[config.mk]
export PLATFORM = sky130hd
export DESIGN_NAME = mundo_seq_flat
export DESIGN_NICKNAME = d
export VERILOG_FILES = /design/src/rtl/mundo_seq_if.sv /design/src/rtl/mundo_seq.sv /design/src/flat_wrapper.sv
export SDC_FILE = /design/constraint.sdc
export NUM_CORES = 1
export LEC_CHECK = 0
export BUFFER_PORTS_ARGS = -buffer_cell sky130_fd_sc_hd__buf_2
export CORE_AREA = 4 4 81 83
export CTS_CLUSTER_SIZE = 25
export DETAILED_ROUTE_END_ITERATION = 12
export DIE_AREA = 0 0 85 87
export MAX_ROUTING_LAYER = met4
export PLACE_DENSITY_LB_ADDON = 0.1
export SLEW_MARGIN = 25
export SYNTH_ARGS = -nofsm -noshare
export SYNTH_HDL_FRONTEND = slang
export SYNTH_SLANG_ARGS = --single-unit
[constraint.sdc]
create_clock -name i_clk -period 3.1 [get_ports i_clk]
set_input_delay 0.93 -clock i_clk [delete_from_list [all_inputs] [get_ports i_clk]]
set_output_delay 0.93 -clock i_clk [all_outputs]
set_load 0.05 [all_outputs]
[src/rtl/mundo_seq_if.sv]
// Handshake and status bundle between the level sequencer and its environment.
// slave = sequencer side, master = game/matcher side.
interface mundo_seq_if #(
  parameter int W     = 19,
  parameter int LVL_W = 2,
  parameter int TRY_W = 2
);
  logic             i_start;
  logic             i_check;
  logic [W-1:0]     i_sw;
  logic             i_hit;
  logic [W-1:0]     o_word_q;
  logic [LVL_W-1:0] o_level;
  logic [TRY_W-1:0] o_attempts;
  logic             o_pass_led;
  logic             o_fail_led;
  logic             o_win;
  logic             o_lose;
  logic             o_busy;

  modport slave (
    input  i_start, i_check, i_sw, i_hit,
    output o_word_q, o_level, o_attempts, o_pass_led, o_fail_led, o_win, o_lose, o_busy
  );

  modport master (
    output i_start, i_check, i_sw, i_hit,
    input  o_word_q, o_level, o_attempts, o_pass_led, o_fail_led, o_win, o_lose, o_busy
  );
endinterface

[src/rtl/mundo_seq.sv]
// Level sequencer: latches switches on check, grades via external hit, holds pass/fail LEDs.
// check->LED in 3 cycles; no backpressure, start/check outside accepting states are dropped.
module mundo_seq #(
  parameter int W         = 19,
  parameter int LEVELS    = 4,
  parameter int LVL_W     = 2,
  parameter int MAX_TRIES = 3,
  parameter int TRY_W     = 2,
  parameter int HOLD_CYC  = 50_000_000
) (
  input  logic       i_clk,
  input  logic       i_rst,
  mundo_seq_if.slave bus
);
  localparam int CNT_W = $clog2(HOLD_CYC + 1);

  typedef enum logic [2:0] {
    S_IDLE, S_ARM, S_LATCH, S_EVAL, S_PASS, S_FAIL, S_WIN, S_LOSE
  } state_t;

  state_t           r_state;
  state_t           w_next;
  logic [W-1:0]     r_word;
  logic [LVL_W-1:0] r_level;
  logic [TRY_W-1:0] r_tries;
  logic [CNT_W-1:0] r_cnt;
  logic             w_hold_done;
  logic             w_last_lvl;

  assign w_hold_done = (r_cnt == CNT_W'(HOLD_CYC - 1));
  assign w_last_lvl  = (r_level == LVL_W'(LEVELS - 1));

  always_ff @(posedge i_clk) begin
    if (i_rst) begin
      r_state <= S_IDLE;
      r_word  <= '0;
      r_level <= '0;
      r_tries <= TRY_W'(MAX_TRIES);
      r_cnt   <= '0;
    end else begin
      r_state <= w_next;
      case (r_state)
        S_IDLE, S_WIN, S_LOSE: begin
          if (bus.i_start) begin
            r_level <= '0;
            r_tries <= TRY_W'(MAX_TRIES);
          end
        end
        S_ARM: begin
          // start beats a coincident check, so the word is not relatched on restart
          if (bus.i_start) begin
            r_level <= '0;
            r_tries <= TRY_W'(MAX_TRIES);
          end else if (bus.i_check) begin
            r_word <= bus.i_sw;
          end
        end
        S_EVAL: begin
          r_cnt <= '0;
          if (!bus.i_hit) r_tries <= r_tries - 1'b1;
        end
        S_PASS: begin
          if (!w_hold_done) begin
            r_cnt <= r_cnt + 1'b1;
          end else if (!w_last_lvl) begin
            r_level <= r_level + 1'b1;
            r_tries <= TRY_W'(MAX_TRIES);
          end
        end
        S_FAIL: begin
          if (!w_hold_done) r_cnt <= r_cnt + 1'b1;
        end
        default: ;
      endcase
    end
  end

  always_comb begin
    w_next = r_state;
    case (r_state)
      S_IDLE:  if (bus.i_start) w_next = S_ARM;
      S_ARM: begin
        if (bus.i_start)      w_next = S_ARM;
        else if (bus.i_check) w_next = S_LATCH;
      end
      S_LATCH: w_next = S_EVAL;
      S_EVAL:  w_next = bus.i_hit ? S_PASS : S_FAIL;
      S_PASS:  if (w_hold_done) w_next = w_last_lvl ? S_WIN : S_ARM;
      S_FAIL:  if (w_hold_done) w_next = (r_tries == '0) ? S_LOSE : S_ARM;
      S_WIN, S_LOSE: if (bus.i_start) w_next = S_ARM;
      default: w_next = S_IDLE;
    endcase
  end

  always_comb begin
    bus.o_pass_led = 1'b0;
    bus.o_fail_led = 1'b0;
    bus.o_win      = 1'b0;
    bus.o_lose     = 1'b0;
    bus.o_busy     = 1'b0;
    case (r_state)
      S_LATCH, S_EVAL: bus.o_busy = 1'b1;
      S_PASS: begin
        bus.o_pass_led = 1'b1;
        bus.o_busy     = 1'b1;
      end
      S_FAIL: begin
        bus.o_fail_led = 1'b1;
        bus.o_busy     = 1'b1;
      end
      S_WIN:   bus.o_win  = 1'b1;
      S_LOSE:  bus.o_lose = 1'b1;
      default: ;
    endcase
  end

  assign bus.o_word_q   = r_word;
  assign bus.o_level    = r_level;
  assign bus.o_attempts = r_tries;
endmodule

[src/flat_wrapper.sv]
// flat-port wrapper written by rule: the top's interface ports become plain ports
module mundo_seq_flat 
#(
  parameter int W         = 19,
  parameter int LEVELS    = 4,
  parameter int LVL_W     = 2,
  parameter int MAX_TRIES = 3,
  parameter int TRY_W     = 2,
  parameter int HOLD_CYC  = 50_000_000
)
  (i_clk, i_rst, bus_i_start, bus_i_check, bus_i_sw, bus_i_hit, bus_o_word_q, bus_o_level, bus_o_attempts, bus_o_pass_led, bus_o_fail_led, bus_o_win, bus_o_lose, bus_o_busy);
  mundo_seq_if #(.W(W), .LVL_W(LVL_W), .TRY_W(TRY_W)) bus_i ();
  input  logic i_clk;
  input  logic i_rst;
  input wire logic [$bits(bus_i.i_start)-1:0] bus_i_start;
  input wire logic [$bits(bus_i.i_check)-1:0] bus_i_check;
  input wire logic [$bits(bus_i.i_sw)-1:0] bus_i_sw;
  input wire logic [$bits(bus_i.i_hit)-1:0] bus_i_hit;
  output wire logic [$bits(bus_i.o_word_q)-1:0] bus_o_word_q;
  output wire logic [$bits(bus_i.o_level)-1:0] bus_o_level;
  output wire logic [$bits(bus_i.o_attempts)-1:0] bus_o_attempts;
  output wire logic [$bits(bus_i.o_pass_led)-1:0] bus_o_pass_led;
  output wire logic [$bits(bus_i.o_fail_led)-1:0] bus_o_fail_led;
  output wire logic [$bits(bus_i.o_win)-1:0] bus_o_win;
  output wire logic [$bits(bus_i.o_lose)-1:0] bus_o_lose;
  output wire logic [$bits(bus_i.o_busy)-1:0] bus_o_busy;
  assign bus_i.i_start = bus_i_start;
  assign bus_i.i_check = bus_i_check;
  assign bus_i.i_sw = bus_i_sw;
  assign bus_i.i_hit = bus_i_hit;
  assign bus_o_word_q = bus_i.o_word_q;
  assign bus_o_level = bus_i.o_level;
  assign bus_o_attempts = bus_i.o_attempts;
  assign bus_o_pass_led = bus_i.o_pass_led;
  assign bus_o_fail_led = bus_i.o_fail_led;
  assign bus_o_win = bus_i.o_win;
  assign bus_o_lose = bus_i.o_lose;
  assign bus_o_busy = bus_i.o_busy;
  mundo_seq #(.W(W), .LEVELS(LEVELS), .LVL_W(LVL_W), .MAX_TRIES(MAX_TRIES), .TRY_W(TRY_W), .HOLD_CYC(HOLD_CYC)) u_core (.i_clk(i_clk), .i_rst(i_rst), .bus(bus_i));
endmodule
==> metrics.md, run 1 <==
| Metric | Value |
|---|---|
| Outcome | `finished clean` |
| Slew margin rel. | `55.79%` |
| CTS tree | `built` |
| Total Power | `roughly 1.2 mW` |
| R2R cell count | `5` |
| Area Growth Syn to Fin | `14.91%` |
| Async set-reset flop share out of synthesis | `0%` |
| Chip Height | `87 um` |
| Worst r2r src | `u_core.r_state[0]` |
| RSZ-0062 raised after global routing | `false` |
| Number of flops mapped to enable cells by yosys | `0` |
| Die width | `85 um` |
| Main combinational cell family by area after synthesis | `simple AND/OR/NAND/NOR gates` |
| Post-Synth XOR/XNOR Area | `under 10%` |
| Post-synthesis simple-gate area fraction | `31.29%` |
| Worst vdd ir | `195.6 uV` |
| Synth Area in Adders | `under 10%` |
| First-pass GRT wire length | `9777 um` |
| Syn_nets | `350` |
| Vias in the first global route | `between 2000 and 2500` |
| CTS sink cnt | `52` |
| Hold path cells | `2` |
| Syn avg cell area | `about 7.9 um^2` |
| Leakage | `between 1 and 1.5 nW` |
| HPWL Detailed | `4345 um` |
| Row count | `28` |
| Die area | `7395 um^2` |
| CP max stage delay | `~0.59 ns` |
| WHS | `0.4565 ns` |
| Sequential area share after synthesis | `~40%` |
| Critical Path Sink Type | `output port` |
| Clk root buf | `clkbuf_8` |
| Fin util | `roughly half` |
| DRC Markers | `0` |
| Fraction of layout cells with a size suffix above 1 | `18.80%` |
| Commonest non-fill, non-tap cell in the layout | `nand2_1` |
| Most frequent cells in the layout | `nand2_1, dfxtp_1, buf_2, a21oi_1, nor2_1` |
| PD cells | `411.0 nW/um^2` |
| Yosys top cell area share | `slightly above 40%` |
| CP cell instances | `nand2b_1, nor2_1, buf_2` |
| Final min period | `around 2.6 ns` |
| CP Data Required Time | `between 2 and 2.5 ns` |
| Top FF cell, synth | `dfxtp_1` |
| Detailed Route WL | `a little over 6000 um` |
| CTS-repair resized insts | `0` |
| Fin. Hold Viols | `0` |
| HP Start | `u_core.bus.o_word_q[14]` |
| Complex-gate fraction of the synthesized area | `~18%` |
| IO Pins | `52` |
| Clk_skew | `just over 0.008 ns` |
| Initial DRC count | `around 150` |
| Clock transition at path regs | `approximately 0.10 ns` |
| Setup TNS | `0 ns` |
| Top layer in use | `met4` |
| I/O Buffers | `51` |
| FMAX | `about 380 MHz` |
| Post-synthesis mux area share | `about 1.7%` |
| Routability cong. | `0.7689` |
| Cells after synthesis | `roughly 320` |
| Fillers | `a little under 600` |
| Ant. Diodes | `0` |
| Postcts setup bufs | `0` |
| Initial Util | `a little over two fifths` |
| Fin crit share | `a little over four fifths` |
| Via Count | `around 2400` |
| Number of synthesized register bits | `52` |
| DR WL/cell | `13.67 um` |
| WP data arrival | `1.67 ns` |
| Final setup viols | `0` |
| Max cap viols | `0` |
| Number of distinct library cells after synthesis | `43` |
| Clock buffer depth | `2` |
| CTS buffer count | `5` |
| Final Net Count | `393` |
| Largest net degree at the start of global routing | `31` |
| Critical-path maximum fanout | `15` |
| Synthesized area | `between 2000 and 3000 um^2` |
| Synthesis Warnings | `0` |
| Routed metal-1 wire length | `2867 um` |
| Worst-Skew Late Latency | `0.31 ns` |
| Top post-synthesis cells by area | `dfxtp_1, nand2_1, a21oi_1` |
| Hold Path Class | `reg2reg` |
| Crit Path Category | `reg2out` |
| Post-synth top area cell | `dfxtp_1` |
| WL met3 | `approximately 180 um` |
| Drt via density | `5.441` |
| Hold-fix buffers, CTS | `0` |
| Routed Antenna Nets | `0` |
| CP max-delay cell | `dfxtp_1` |
| Global route total overflow | `0` |
| Core ar. | `approximately 5900 um^2` |
| H-tree Lvls | `2` |
| Worst-margin pin slew | `roughly 0.66 ns` |
| Initial antenna violation count | `0` |
| DR WL met2 | `2876 um` |
| Final Max Slew Viols | `0` |
| Tot GR Track Use | `about 17%` |
| CP Launch Type | `flip-flop` |
| First-pass DRT Iterations | `4` |
| Beginning of the critical path | `u_core.r_state[2]` |
final timing paths:
kind	to	slack, ns
worst max register to register	u_core.r_cnt[19]	0.81
worst min-delay path	u_core.bus.o_word_q[14]	0.46
worst max-delay path	bus_o_pass_led	0.50
worst min register to register	u_core.bus.o_word_q[14]	0.46
metrics by stage:
stage | setup slack [ns] | cell area (um^2) | instances
after floorplan | 0.7239 | 2567 | 323
after global placement | 0.8171 | 2856 | 434
after detailed placement | 0.7658 | 2856 | 434
after CTS | 0.4869 | 2950 | 442
after global routing | 0.3914 | 2950 | 442
final | 0.5013 | 2950 | 442
where the power goes:
part	switching [mW]	internal [mW]
combinational	0.0784	0.0377
clock	0.224	0.182
sequential	0.0128	0.677
total	0.315	0.897
worst max-delay path: cells and delay by family, from the launching register on:
kind	cells	cell delay, ns
buf+inv	1	0.29
flops	1	0.59
simple gates	2	0.48
cell families after synthesis:
| logic type | after synthesis |
|---|---|
| and+or+nand+nor | 155 |
| muxes | 4 |
| adders and majority gates | 3 |
| xor gates and xnor gates | 10 |
| buffers and inverters | 22 |
| AOI/OAI and AO/OA | 77 |
| DFF | 52 |
layer usage:
metal | track usage, % | vias up
met1 | 21.08 | 1113
met4 | 6.331 | 0
met3 | 2.933 | 14
met5 | - | -
li1 | - | 1239
met2 | 26.77 | 39
cell type report:
type | count | area, um^2 | area share [%]
Timing Repair Buffer | 55 | 285.3 | 9.669
Multi-Input combinational cell | 249 | 1425 | 48.30
Inverter | 3 | 11.26 | 0.3817
Sequential cell | 52 | 1041 | 35.28
Tap cell | 75 | 93.84 | 3.181
Clock buffer | 7 | 86.33 | 2.926
Clock inverter | 1 | 7.507 | 0.2545
sequential cells by signal, indices dropped and copies added (netlist names):
name,cells
u_core.bus.o_level,2
u_core.bus.o_word_q,19
u_core.r_cnt,26
u_core.r_state,3
u_core.bus.o_attempts,2
synthesized netlist by cell type (2+ instances only):
cell      instances
a211oi_1          5
a21oi_1          39
a31oi_1           2
and2_1            7
and3_1           10
and4_1            7
clkbuf_1         16
dfxtp_1          52
ha_1              3
inv_1             3
mux2_2            2
mux2i_1           2
nand2_1          57
nand2b_1          4
nand3_1          13
nand4_1           3
nand4b_1          2
nor2_1           24
nor2b_1           3
nor3_1            2
nor4_1            5
o211ai_1          3
o21ai_0           5
o21ai_1          10
o31ai_1           6
or3_1             9
or4_1             5
xnor2_1           8
xor2_1            2
Power figures use the tool's default switching activity.
==> inputs of run 2 (changes only) <==
ABC_AREA = 1   (was not set)
CORE_AREA = 4 4 86 88   (was 4 4 81 83)
DIE_AREA = 0 0 90 92   (was 0 0 85 87)
clock period = 2.2 ns   (was 3.1 ns; I/O delays follow)
==> metrics.md, run 2 <==
| Metric | Value |
|---|---|
| CTS tree | `built` |
| Clk root buf | `clkbuf_8` |
| Yosys top cell area share | `35.72% (-4.8 points)` |
| Worst vdd ir | `754.5 uV (+290%)` |
| Critical-path maximum fanout | `6 (-9)` |
| Fin crit share | `a little over nine tenths` |
| Hold path cells | `2 (unchanged)` |
| Initial Util | `43.86% (about the same)` |
| WP data arrival | `1.42 ns (-0.25 ns)` |
| Clock buffer depth | `2 (unchanged)` |
| Tot GR Track Use | `18.83% (+2.1 points)` |
| Outcome | `finished clean` |
| Row count | `30 (+7.1%)` |
| Die area | `8280 um^2 (+12%)` |
| HPWL Detailed | `5306 um (+22%)` |
| Total Power | `3.163 mW (+160%)` |
| Async set-reset flop share out of synthesis | `0% (unchanged)` |
| Max cap viols | `0 (unchanged)` |
| FMAX | `a little under 500 MHz` |
| Critical Path Sink Type | `output port` |
| Clock transition at path regs | `0.10 ns (about the same)` |
| CP Data Required Time | `1.54 ns (-0.63 ns)` |
| Crit Path Category | `reg2out` |
| Leakage | `1.415 nW (+24%)` |
| Post-synthesis simple-gate area fraction | `42.55% (+11 points)` |
| Initial DRC count | `87 (-41%)` |
| Die width | `90 um (+5.9%)` |
| Ant. Diodes | `0 (unchanged)` |
| Post-synth top area cell | `dfxtp_1` |
| Syn_nets | `498 (+42%)` |
| Synth Area in Adders | `1.288% (-0.17 points)` |
| Synthesized area | `2914 um^2 (+13%)` |
| CTS-repair resized insts | `0 (unchanged)` |
| Postcts setup bufs | `0 (unchanged)` |
| Largest net degree at the start of global routing | `28 (-9.7%)` |
| Via Count | `2926 (+22%)` |
| Flip-flop count of the largest register after layout | `26 (unchanged)` |
| Top post-synthesis cells by area | `dfxtp_1, nor2_1, nand2_1` |
| Clk_skew | `0.01001 ns (+0.001909 ns)` |
| Sequential area share after synthesis | `35.72% (-4.8 points)` |
| Worst-Skew Late Latency | `0.32 ns (about the same)` |
| Routability cong. | `0.9281 (+21%)` |
| Fin. Hold Viols | `0 (unchanged)` |
| Fillers | `698 (+20%)` |
| PD cells | `943.0 nW/um^2 (+130%)` |
| Final min period | `2.079 ns` |
| Hold-fix buffers, CTS | `0 (unchanged)` |
| Commonest cells in the netlist | `nor2_1, nand2_1, dfxtp_1` |
| Final setup viols | `0 (unchanged)` |
| Post-Synth XOR/XNOR Area | `2.404% (-1.0 points)` |
| Most flops, register | `u_core.r_cnt` |
| Synthesis Warnings | `0 (unchanged)` |
| Final Max Slew Viols | `0 (unchanged)` |
| CP Launch Type | `flip-flop` |
| First-pass GRT wire length | `12680 um (+30%)` |
| Drt via density | `4.852 (-11%)` |
| CTS buffer count | `5 (unchanged)` |
| Setup TNS | `0 ns (unchanged)` |
| IO Pins | `52 (unchanged)` |
| Placed instance count | `595 (+37%)` |
| DRC Markers | `0 (unchanged)` |
| Vias in the first global route | `2827 (+31%)` |
| I/O Buffers | `51 (unchanged)` |
| Cells after synthesis | `471 (+46%)` |
| Post-synthesis mux area share | `0% (-1.7 points)` |
| RSZ-0062 raised after global routing | `false` |
| Detailed Route WL | `7178 um (+19%)` |
| Fraction of layout cells with a size suffix above 1 | `17.02% (-1.8 points)` |
| Hold Path Class | `reg2reg` |
| Commonest non-fill, non-tap cell in the layout | `nor2_1` |
| Complex-gate fraction of the synthesized area | `9.961% (-7.7 points)` |
| Number of flops mapped to enable cells by yosys | `0 (unchanged)` |
| Cell with the most instances after synthesis | `nor2_1` |
| First-pass DRT Iterations | `4 (unchanged)` |
| CTS sink cnt | `52 (unchanged)` |
| Fin cells | `603 (+36%)` |
| DR WL/cell | `11.90 um (-13%)` |
| H-tree Lvls | `2 (unchanged)` |
| Main combinational cell family by area after synthesis | `simple AND/OR/NAND/NOR gates` |
| Slew margin rel. | `65.26% (+9.5 points)` |
| Final Net Count | `549 (+40%)` |
| Number of distinct library cells after synthesis | `29 (-33%)` |
| Most frequent cells in the layout | `nor2_1, nand2_1, buf_2, dfxtp_1, inv_1` |
| Syn avg cell area | `6.187 um^2 (-22%)` |
| Chip Height | `92 um (+5.7%)` |
| Area Growth Syn to Fin | `15.11%` |
| R2R cell count | `11 (+6)` |
| Number of synthesized register bits | `52 (unchanged)` |
| Top FF cell, synth | `dfxtp_1` |
| Worst-margin pin slew | `0.5179 ns (-0.1453 ns)` |
| Routed Antenna Nets | `0 (unchanged)` |
| Initial antenna violation count | `0 (unchanged)` |
| Core ar. | `6644 um^2 (+14%)` |
| Global route total overflow | `0 (unchanged)` |
| Fin util | `50.49% (+0.062 points)` |
run 2: changes by cell type after synthesis, moves of 10 or more:
cell / change
a21oi_1: -24
and3_1: -10
inv_1: +37
nand2_1: +64
nand3_1: +22
nor2_1: +105
o21ai_0: +20
run 2: kinds of logic after synthesis:
group | after synthesis
simple gates | 302
xor+xnor | 8
buf+inv | 56
fa+ha+maj | 3
flops | 52
compound gates | 50
run 2: final cells by class:
type | count | area [um^2] | share of cell area, %
multi-input combinational | 363 | 1640 | 48.90
sequential | 52 | 1044 | 31.11
timing repair buffer | 57 | 312.8 | 9.325
inverter | 43 | 161.4 | 4.812
tap | 80 | 100.1 | 2.984
clock buffer | 5 | 68.82 | 2.051
clock inverter | 3 | 27.53 | 0.8206
run 2: per-stage QoR:
step | area [um^2] | hold WS [ns] | setup WS, ns
after CTS | 3349 | 0.4917 | 0.03587
final | 3354 | 0.4878 | 0.1212
after global placement | 3253 | 0.4593 | 0.3934
after floorplan | 2914 | 0.4535 | 0.3903
after global routing | 3354 | 0.5218 | 0.02508
after detailed placement | 3253 | 0.4676 | 0.3436
run 2: final timing paths:
check                              start  slack, ns                      to
hold / removal    u_core.bus.o_word_q[3]       0.49  u_core.bus.o_word_q[3]
setup reg to reg         u_core.r_cnt[0]       0.32        u_core.r_cnt[23]
hold reg to reg   u_core.bus.o_word_q[3]       0.49  u_core.bus.o_word_q[3]
setup / recovery       u_core.r_state[0]       0.12              bus_o_busy
run 2: worst max-delay path, cell delays in order (launching register included):
cell and delay (ns):
dfxtp_2 0.36, nor2_1 0.15, nand2_1 0.12, nand2_1 0.12
nor2_2 0.06, inv_1 0.05, buf_2 0.25
run 2: layer usage:
layer | routed length [um] | share of wire, % | global-route usage [%]
met3 | 321 | 4.5 | 3.117
met4 | 49 | 0.68 | 4.847
met2 | 3437 | 48 | 33.23
met5 | 0 | 0 | -
met1 | 3369 | 47 | 22.35
run 2: power by group:
part	switching (mW)	internal (mW)
registers	0.0896	1.06
logic	1.03	0.382
clock network	0.366	0.235
total	1.49	1.67
